**src/rtl/midi_msg_parser.sv**
```systemverilog
// MIDI byte-stream to message assembler: running status, real-time interleave,
// SysEx skip and optional channel filter, one-deep valid/ready output slot.
module midi_msg_parser #(
    parameter int unsigned C_CHANNEL      = 0,
    parameter int unsigned C_OMNI         = 1,
    parameter int unsigned C_VEL0_NOTEOFF = 1,
    parameter int unsigned C_PASS_RT      = 1
) (
    input  logic       clk,
    input  logic       rst,
    input  logic [7:0] byte_in,
    input  logic       byte_valid,
    output logic       byte_ready,
    output logic [7:0] msg_status,
    output logic [6:0] msg_data1,
    output logic [6:0] msg_data2,
    output logic [1:0] msg_len,
    output logic       msg_valid,
    input  logic       msg_ready
);

    localparam logic [1:0] ST_IDLE    = 2'd0;
    localparam logic [1:0] ST_WAIT_D1 = 2'd1;
    localparam logic [1:0] ST_WAIT_D2 = 2'd2;
    localparam logic [1:0] ST_SYSEX   = 2'd3;

    logic [1:0] state_q, state_d;
    logic [7:0] run_status_q, run_status_d;
    logic [6:0] data1_q, data1_d;
    logic       msg_valid_q, msg_valid_d;
    logic [7:0] msg_status_q, msg_status_d;
    logic [6:0] msg_data1_q, msg_data1_d;
    logic [6:0] msg_data2_q, msg_data2_d;
    logic [1:0] msg_len_q, msg_len_d;

    logic       byte_fire;
    logic       chan_ok;
    logic       one_data;
    logic       emit;
    logic [7:0] emit_status;
    logic [6:0] emit_d1;
    logic [6:0] emit_d2;
    logic [1:0] emit_len;

    assign byte_ready = ~msg_valid_q | msg_ready;
    assign byte_fire  = byte_valid & byte_ready;
    assign chan_ok    = (C_OMNI != 0) || (run_status_q[3:0] == 4'(C_CHANNEL));
    assign one_data   = (run_status_q[7:4] == 4'hC) || (run_status_q[7:4] == 4'hD);

    // Byte classification, parser state and output slot update
    always_comb begin
        state_d      = state_q;
        run_status_d = run_status_q;
        data1_d      = data1_q;
        msg_valid_d  = msg_valid_q;
        msg_status_d = msg_status_q;
        msg_data1_d  = msg_data1_q;
        msg_data2_d  = msg_data2_q;
        msg_len_d    = msg_len_q;
        emit         = 1'b0;
        emit_status  = 8'h00;
        emit_d1      = 7'h00;
        emit_d2      = 7'h00;
        emit_len     = 2'd0;

        if (msg_valid_q && msg_ready) begin
            msg_valid_d = 1'b0;
        end

        if (byte_fire) begin
            if (!byte_in[7]) begin
                case (state_q)
                    ST_WAIT_D1: begin
                        if (one_data) begin
                            emit        = chan_ok;
                            emit_status = run_status_q;
                            emit_d1     = byte_in[6:0];
                            emit_len    = 2'd2;
                        end else begin
                            data1_d = byte_in[6:0];
                            state_d = ST_WAIT_D2;
                        end
                    end
                    ST_WAIT_D2: begin
                        emit        = chan_ok;
                        emit_status = run_status_q;
                        emit_d1     = data1_q;
                        emit_d2     = byte_in[6:0];
                        emit_len    = 2'd3;
                        state_d     = ST_WAIT_D1;
                        // Zero-velocity note-on is reported as note-off
                        if ((C_VEL0_NOTEOFF != 0) && (run_status_q[7:4] == 4'h9)
                            && (byte_in[6:0] == 7'h00)) begin
                            emit_status = {4'h8, run_status_q[3:0]};
                        end
                    end
                    default: ;
                endcase
            end else if (byte_in < 8'hF0) begin
                run_status_d = byte_in;
                state_d      = ST_WAIT_D1;
            end else if (byte_in == 8'hF0) begin
                run_status_d = 8'h00;
                state_d      = ST_SYSEX;
            end else if (byte_in < 8'hF8) begin
                run_status_d = 8'h00;
                state_d      = ST_IDLE;
            end else begin
                // Real-time: parser context untouched
                emit        = (C_PASS_RT != 0);
                emit_status = byte_in;
                emit_len    = 2'd1;
            end
        end

        if (emit) begin
            msg_valid_d  = 1'b1;
            msg_status_d = emit_status;
            msg_data1_d  = emit_d1;
            msg_data2_d  = emit_d2;
            msg_len_d    = emit_len;
        end
    end

    always_ff @(posedge clk) begin
        if (rst) begin
            state_q      <= ST_IDLE;
            run_status_q <= 8'h00;
            data1_q      <= 7'h00;
            msg_valid_q  <= 1'b0;
            msg_status_q <= 8'h00;
            msg_data1_q  <= 7'h00;
            msg_data2_q  <= 7'h00;
            msg_len_q    <= 2'd0;
        end else begin
            state_q      <= state_d;
            run_status_q <= run_status_d;
            data1_q      <= data1_d;
            msg_valid_q  <= msg_valid_d;
            msg_status_q <= msg_status_d;
            msg_data1_q  <= msg_data1_d;
            msg_data2_q  <= msg_data2_d;
            msg_len_q    <= msg_len_d;
        end
    end

    assign msg_valid  = msg_valid_q;
    assign msg_status = msg_status_q;
    assign msg_data1  = msg_data1_q;
    assign msg_data2  = msg_data2_q;
    assign msg_len    = msg_len_q;

endmodule

```
**config.mk**
```make
export PLATFORM = sky130hd
export DESIGN_NAME = midi_msg_parser
export DESIGN_NICKNAME = d
export VERILOG_FILES = /design/src/rtl/midi_msg_parser.sv
export SDC_FILE = /design/constraint.sdc
export NUM_CORES = 1
export LEC_CHECK = 0
export BUFFER_PORTS_ARGS = -buffer_cell sky130_fd_sc_hd__buf_2
export CORE_MARGIN = 1
export CORE_UTILIZATION = 35
export CTS_CLUSTER_SIZE = 30
export DETAILED_ROUTE_END_ITERATION = 8
export GPL_TIMING_DRIVEN = 1
export PLACE_DENSITY = 0.54
export RECOVER_POWER = 25
export REMOVE_ABC_BUFFERS = 1
export SLEW_MARGIN = 10
export SYNTH_ARGS = -nofsm -noshare
export SYNTH_HDL_FRONTEND = slang
export SYNTH_SLANG_ARGS = --single-unit
export TNS_END_PERCENT = 5
```
**constraint.sdc**
```tcl
create_clock -name clk -period 2.9 [get_ports clk]
set_input_delay 0.435 -clock clk [delete_from_list [all_inputs] [get_ports clk]]
set_output_delay 0.435 -clock clk [all_outputs]
set_load 0.01 [all_outputs]
```
---- Word-level counts from Yosys, hierarchy flattened ----
Cells that the tools add are included.
storage, ports and cells
  output and inout bits ................... 26
  word-level logic and storage cells ...... 73
  bits of input ports ..................... 12
  register bits after elaboration ......... 42
cells by class
  $lt $le $gt $ge ......................... 2
  multiplexer cells ....................... 40
  reduce and logical (&&, ||, !) cells .... 10
  bitwise logic cells ..................... 5
  eq/ne operators ......................... 8
operators with widths
  kind                count
  $mux 8              10
  $mux 7              6
  $lt 8x8->1 const B  2
  $mux 2              8
  $pmux 8 s2          1
  $pmux 7 s2          1
  $eq 4x4->1 const B  3
  $mux 1              11
  $eq 8x8->1 const B  1
  $pmux 2 s2          2
  $reduce_and 4->1    2
  $logic_not 7->1     1
  $reduce_bool 3->1   2
  $ne 4x1->1 const B  1
  $ne 3x3->1 const B  1
  $not 1->1           3
  $reduce_and 3->1    1
  $eq 2x1->1 const B  1
  $eq 2x2->1 const B  1
  $logic_and 1x1->1   2
  $pmux 1 s2          1
  $reduce_bool 2->1   1
  $and 1x1->1         1
  $logic_or 1x1->1    1
  $or 1x1->1          1

---- Logic depth before layout (Yosys ltp) ----
Gate-level depths: netlist of the first run.
  depth after elaboration ................. 7
  mapped depth ............................ 8
  mapped depth without buffers ............ 6

---- Worst setup path after synthesis of the first run ----
OpenSTA, ideal clock, no wires.
  kind .................................... input port to flip-flop
  start ................................... input port byte_in[3]
  end ..................................... register msg_status_q[4], in the netlist msg_status[4]
  arrival time ............................ 1712 ps
  cell stages on the path ................. 5
  required time ........................... 2771 ps
  setup slack ............................. 1059 ps
  setup time .............................. 129 ps
  buffers on the path ..................... 1
  cell sequence ........................... buf_4 or4_1 or4b_1 a31oi_1 nor3_1
on the way
  longest elaborated chain between the ends .. 6
  elaborated cells on any way between the ends .. 17
  those cells by class .................... 2 x order compare; 1 x eq/ne; 12 x mux; 2 x reduce/logical
ends and longest elaborated chain
  element                                               RTL line  source
  start, declared                                       11        input logic [7:0] byte_in,
  $lt 8x8->1 / $logic_not 7->1 (equally long branches)  105, 93
  $mux 8 (tied with other cells)                        105       end else if (byte_in < 8'hF8) begin
  $mux 8 (tied with other cells)                        102       end else if (byte_in == 8'hF0) begin
  $mux 8 (tied with other cells)                        99        end else if (byte_in < 8'hF0) begin
  $mux 8 / $mux 1 (equally long branches)               71        if (!byte_in[7]) begin
  $mux 8 / $mux 1 (equally long branches)               70        if (byte_fire) begin
  end signal, assigned                                  140       msg_status_q <= msg_status_d;
  end, declared                                         31        logic [7:0] msg_status_q, msg_status_d;
Several ways; a longest one is shown, not always the timed one.
A chain may end at the register's enable or synchronous reset.

---- Worst setup path after layout of the first run ----
  start ................................... register state_q[1]
  end ..................................... register msg_len_q[0], in the netlist msg_len[0]
on the way
  longest elaborated chain between the ends .. 4
  elaborated cells on any way between the ends .. 8
  those cells by class .................... 2 x eq/ne; 6 x mux
ends and longest elaborated chain
  element                                          RTL line  source
  start, declared                                  27        logic [1:0] state_q, state_d;
  start signal, assigned                           136       state_q <= state_d;
  $eq 2x2->1 / $eq 2x1->1 (equally long branches)  72        case (state_q)
  $pmux 2 s2 / $pmux 1 s2 (equally long branches)  72
  $mux 2 / $mux 1 (equally long branches)          71
  $mux 2 / $mux 1 (equally long branches)          70
  end signal, assigned                             143       msg_len_q <= msg_len_d;
  end, declared                                    34        logic [1:0] msg_len_q, msg_len_d;
Several ways; a longest one is shown, not always the timed one.

==> flow_metrics.tcl, run 1 <==
set metrics [dict create \
    layout_setup_ws_ns 0.598 \
    worstHoldPathCells 2 \
    cts.path.max_buffers 2 \
    cts_resized 0 \
    tightest_slew_ns 0.793 \
    yosysTopAreaCell "dfxtp_1" \
    min_to "msg_data1[2]" \
    synth_area_leaders "dfxtp_1 44%, a21oi_1 5.7%, o211ai_1 5.4%" \
    drt_wl_total_um 5030 \
    place_area_um2 2130 \
    synth.top_cell.area_share_pct 43.5 \
    cts_buffers 5 \
    seqPwrFrac_pct 51.3 \
    synth.avg_cell_area_um2 8.90 \
    dp.final_hpwl_um 3430 \
    switching_power_w 0.000281 \
    drc 0 \
    synth.most_common_cell "dfxtp_1" \
    dr.pass1.iters 4 \
    die_y_um 76.3 \
    synthCells 217 \
    vias_per_cell 5.52 \
    clockPowerShare_pct 39.0 \
    leakagePower_nw 0.833 \
    yosysUniqueCellTypes 42 \
    n_antenna_cell 0 \
    dieWidth_um 76.3 \
    drtIter0Drc 118 \
    cts_setup_buffers 0 \
    ff2ff_setup_slack_ns 0.60 \
    initial_core_util_pct 37.1 \
    ys_ff_latch 42 \
    io_buffers 37 \
    design.die.area_um2 5820 \
    synthArstFlopShare_pct 0 \
    path_class "reg2reg" \
    regToRegStartpoint "state_q[1]" \
    coreArea_um2 5200 \
    max-slew-margin-rel_pct 47.1 \
    worstPathArrival_ns 2.51 \
    regArea_um2 841 \
    layout-drive-gt1-share_pct 14.1 \
    slew_violations 0 \
    num-fill-cells 543 \
    hold_slack_ns 0.466 \
    r2r-end "msg_len[0]" \
    period_needed_ns 2.30 \
    grt_pass1_vias 1648 \
    gr-total-overflow 0 \
    drv_cap 0 \
    routabilityCongestion 0.870 \
    crit_fanout 10 \
    fin_tns_setup_ns 0 \
    clk_latency_ns 0.29 \
    p_per_area_nw_per_um2 526 \
    synth_edf_count 0 \
    synthesis.area_um2 1930 \
    hold_violations 0 \
    pwr-share-comb_pct 9.7 \
    place_ws_ns 0.629 \
    crit_slowest_cell "o2111ai_1" \
    antenna_left 0 \
    start_kind "register" \
    post-route-period-util_pct 79.4 \
    htree_num_levels 2 \
    switching_share_pct 24.1 \
    grt_pass1_wl_um 8580 \
    cts_hold_buf 0 \
    nets 262 \
    cts_tree "yes" \
    irDropWorstVdd_v 0.000274 \
    final_area_um2 2220 \
    synth_ff_type "dfxtp_1" \
    fmax_mhz 434 \
    cpPeakStageDelay_ns 0.70 \
    multi_input_area_um2 950 \
    power_w 0.00117 \
    finalSetupViolCount 0 \
    critPathBufInv 1 \
    crit_chain "inv_1 -> ha_1 -> and4b_1 -> o2111ai_1 -> nand2_1 -> a211oi_1" \
    p_int_w 0.000885 \
    cp.required_ns 3.11 \
    reg2reg_depth 6 \
    hold_class "reg2reg" \
    ys.warnings.count 0 \
    synth_commonest_cells "42 x dfxtp_1, 23 x nor2_1, 22 x a21oi_1" \
    fin_skew_ns 0.00613 \
    vias 1760 \
    grt_start_max_net_pins 43 \
    num_rows 26 \
    track_usage_pct 18.5 \
    syn_to_final_growth_pct 14.9 \
    yosysSeqAreaShare_pct 43.5 \
    cts-root-buf "clkbuf_8" \
    clock_sinks 42 \
    clkSlewWorstSetupHoldPaths_ns 0.08 \
    routedWlPerCell_um 15.8 \
    antenna_found_initial 0 \
    crit_path_end_kind "register" \
    path_delay_family "compound AO/OA/AOI/OAI gates" \
    rsz0062_at_grt "no" \
    status "finished clean" \
    min_from "msg_data1[2]" \
    pin_count 38 \
]
==> power by group through the flow <==
stage,logic [W],registers [W],clock network [W]
after floorplan,0.0000576,0.000612,0
after global placement,0.000114,0.000612,0
after detailed placement,0.000113,0.000612,0
after CTS,0.000113,0.000599,0.000465
after global routing,0.000125,0.000601,0.000492
final,0.000113,0.000599,0.000455
==> metrics by stage <==
step | util [%] | instances
final | 42.6 | 319
after global routing | 42.6 | 319
after CTS | 43.1 | 319
after detailed placement | 41.0 | 311
after global placement | 41.0 | 311
after floorplan | - | 198
==> worst register-to-register path, cell delays in order (launching register included) <==
cell       delay [ns]
dfxtp_1          0.36
inv_1            0.05
ha_1             0.20
and4b_1          0.32
o2111ai_1        0.70
nand2_1          0.31
a211oi_1         0.29
==> area by class of cell <==
cell class                      count  share of cell area, %
Clock inverter                      1                   1.35
Tap cell                           70                   3.95
Timing Repair Buffer               43                   9.41
Multi-Input combinational cell    149                   42.8
Inverter                            7                   1.18
Sequential cell                    42                   37.9
Clock buffer                        7                   3.44
==> cell usage in the layout, fill, tap and decap left out, drive strengths merged, types with 2 or more instances in the layout <==
master   netlist  routed
dfxtp         42      42
buf            8      26
clkbuf        10      24
nor2          23      23
a21oi         22      22
o211ai        14      14
nand3         14      14
nor3          13      13
a22oi         10      10
mux2i          7       7
inv            6       6
a22o           6       6
nand4          4       4
nand2          4       4
a211oi         4       4
a31oi          3       3
nor4           3       3
o2111ai        2       2
o21ai          2       2
or4            2       2
ha             2       2
==> state kept, by name, indices dropped and copies added (netlist names) <==
| register | count |
|---|---|
| msg_valid | 1 |
| msg_status | 8 |
| msg_data1 | 7 |
| state_q | 2 |
| run_status_q | 8 |
| msg_data2 | 7 |
| data1_q | 7 |
| msg_len | 2 |
==> logic make-up (layout without fill, tap and decap cells) <==
family,Yosys count,count (layout),share of synthesized area (%)
fa+ha+maj,2,2,1.30
buf+inv,26,58,7.77
simple gates,70,70,19.0
flops,42,42,43.5
mux,7,7,3.63
compound gates,70,70,24.8
==> per-layer routing <==
metal,vias up,part of all wire [%],track usage [%]
li1,876,-,-
met1,837,48,24.8
met2,42,47,30.3
met3,5,3.7,3.47
met4,0,0.89,4.62
met5,-,0,0
==> worst max path at each step <==
stage / end / slack, ns / startpoint / cells past startpoint
after global routing: msg_len[0] / 0.35 / state_q[1] / 6
after detailed placement: msg_len[0] / 0.63 / state_q[1] / 6
final: msg_len[0] / 0.60 / state_q[1] / 6
after floorplan: msg_len[0] / 0.60 / state_q[1] / 6
after CTS: msg_len[0] / 0.59 / state_q[1] / 6
after global placement: msg_len[0] / 0.62 / state_q[1] / 6
Power figures use the tool's default switching activity.
==> inputs of run 2 (changes only) <==
- ABC_AREA: not set -> 1
- clock period: 2.9 -> 2.2 ns (I/O delays scaled with it)
==> run 2 against run 1 <==
  * Register-to-register slack worse by 0.18 ns
  * Design area is 2.9% higher
  * Highest routed layer unchanged
  * Largest cell class unchanged
  * Critical path type unchanged
  * Fmax is 29% higher
  * Routed wire length is 2.4% lower
==> flow_metrics.tcl, run 2 <==
set metrics [dict create \
    critPathBufInv 3 \
    synth_edf_count 0 \
    drc 0 \
    crit_path_end_kind "register" \
    synthCells 275 \
    io_buffers 37 \
    synthMuxAreaShare_pct 0 \
    n_antenna_cell 0 \
    fmax_mhz 560 \
    grt_pass1_wl_um 8240 \
    pin_count 38 \
    track_usage_pct 17.9 \
    synthArstFlopShare_pct 0 \
    gr-total-overflow 0 \
    synth.most_common_cell "nand2_1" \
    grt_start_max_net_pins 24 \
    cts_hold_buf 0 \
    post-route-period-util_pct 81.1 \
    num_rows 26 \
    rsz0062_at_grt "no" \
    use_met2_pct 29.0 \
    start_kind "register" \
    antenna_found_initial 0 \
    dr.pass1.iters 4 \
    initial_core_util_pct 37.2 \
    status "finished clean" \
    power_w 0.00163 \
    tightest_slew_ns 0.666 \
    hold_violations 0 \
    nets 329 \
    drv_cap 0 \
    ys.warnings.count 0 \
    layout_commonest_cell "nand2_1" \
    max-slew-margin-rel_pct 55.5 \
    layout-drive-gt1-share_pct 14.6 \
    routabilityCongestion 0.841 \
    clk_latency_ns 0.30 \
    coreArea_um2 5200 \
    syn_to_final_growth_pct 18.0 \
    clkSlewWorstSetupHoldPaths_ns 0.08 \
    cpPeakStageDelay_ns 0.34 \
    cts_setup_buffers 0 \
    path_delay_family "simple AND/OR/NAND/NOR gates" \
    cts_tree "yes" \
    crit_fanout 19 \
    dp.final_hpwl_um 3510 \
    synth-simple-area-share_pct 35.0 \
    clock_sinks 42 \
    synth_area_leaders "dfxtp_1 43%, nand2_1 12%, nor2_1 7.8%" \
    final_cell_mix "64 x nand2_1, 42 x dfxtp_1, 40 x nor2_1" \
    dieWidth_um 76.4 \
    leakagePower_nw 0.982 \
    hold_class "in2reg" \
    grtUsageMet3_pct 3.59 \
    synth_top_family_by_area "simple AND/OR/NAND/NOR gates" \
    yosysTopAreaCell "dfxtp_1" \
    busiest_layer "met2" \
    period_needed_ns 1.78 \
    design.die.area_um2 5830 \
    cp.required_ns 2.44 \
    synthesis.area_um2 1940 \
    grt_pass1_vias 1760 \
    synth-compound-area-share_pct 12.6 \
    drt_wl_total_um 4910 \
    ys_ff_latch 42 \
    fin_tns_setup_ns 0 \
    cts_resized 0 \
    finalSetupViolCount 0 \
    synth_commonest_cells "64 x nand2_1, 42 x dfxtp_1, 40 x nor2_1" \
    synthXorXnorAreaFrac_pct 0 \
    vias_per_cell 4.72 \
    cts.path.max_buffers 2 \
    final_area_um2 2280 \
    place_area_um2 2190 \
    synth.avg_cell_area_um2 7.04 \
    use_met1_pct 22.9 \
    antenna_left 0 \
    worstPathArrival_ns 2.02 \
    num-fill-cells 585 \
    crit_slowest_cell "ha_1" \
    synth.top_cell.area_share_pct 43.4 \
    cts-root-buf "clkbuf_8" \
    vias 1820 \
    synthAdderAreaFrac_pct 1.29 \
    crit_chain "inv_1 -> ha_1 -> inv_1 -> nand2_2 -> nand2_2 -> nand2_4 -> nand2_4 -> inv_2 -> nor2_1 -> nor2_1" \
    yosysSeqAreaShare_pct 43.4 \
    drtIter0Drc 82 \
    slew_violations 0 \
    die_y_um 76.4 \
    p_per_area_nw_per_um2 715 \
    irDropWorstVdd_v 0.000268 \
    yosysUniqueCellTypes 24 \
    htree_num_levels 2 \
    path_class "reg2reg" \
    synth_ff_type "dfxtp_1" \
    cts_buffers 5 \
    fin_skew_ns 0.00877 \
    routedWlPerCell_um 12.7 \
]
==> run 2: cell types whose count changed after synthesis, moves of 5 or more <==
cell | before | now
mux2i_1 | 7 | 0
buf_2 | 7 | 2
o211ai_1 | 14 | 0
a21oi_1 | 22 | 27
nand3_1 | 14 | 28
a22oi_1 | 10 | 0
a22o_1 | 5 | 0
nor3_1 | 13 | 0
nand2_1 | 4 | 64
inv_1 | 6 | 24
o21ai_0 | 2 | 17
nor2_1 | 23 | 40
==> run 2: logic make-up (layout without fill, tap and decap cells) <==
group,count (synthesis),count (layout)
buffers and inverters,36,77
flip-flops,42,42
adder cells (fa/ha/maj),2,2
AO/OA/AOI/OAI,47,47
AND/OR/NAND/NOR,148,148
==> run 2: stage by stage <==
stage               instances  utilization [%]  setup slack [ns]  hold WS (ns)
detailed placement        378             42.2             0.466         0.450
floorplan                 267                -             0.530         0.399
global placement          378             42.2             0.527         0.448
finish                    386             43.9             0.415         0.317
CTS                       386             44.3             0.447         0.318
global route              386             43.9             0.187         0.325
==> run 2: cell type report <==
type	instances	area [um2]	share of cell area [%]
clock buffers	8	110	4.82
inverters	28	105	4.60
multi-input cells	197	946	41.4
flip-flops and latches	42	841	36.8
well taps	70	87.6	3.84
repair buffers	41	194	8.49
==> run 2: worst min-delay path, delay by kind of cell <==
kind            cells  cell delay [ns]
compound gates      1             0.06
simple gates        1             0.07
buf+inv             2             0.11
==> run 2: final timing paths <==
check,from,end,slack [ns],cells past startpoint
setup / recovery,state_q[0],msg_status[7],0.42,10
hold / removal,msg_ready,msg_valid,0.32,4
setup reg to reg,state_q[0],msg_status[7],0.42,10
hold reg to reg,msg_data1[1],msg_data1[1],0.46,2
==> run 2: where the power goes <==
group | internal [W] | switching [W]
Combinational | 0.0000746 | 0.000160
Sequential | 0.000795 | 0.0000197
Clock | 0.000317 | 0.000266
Total | 0.00119 | 0.000446
==> run 2: per-layer routing <==
layer  up-vias  routed length (um)
met5         -                   0
met4         0                 100
met3         8                 255
met2        43                2160
met1       801                2390
li1        968                   -
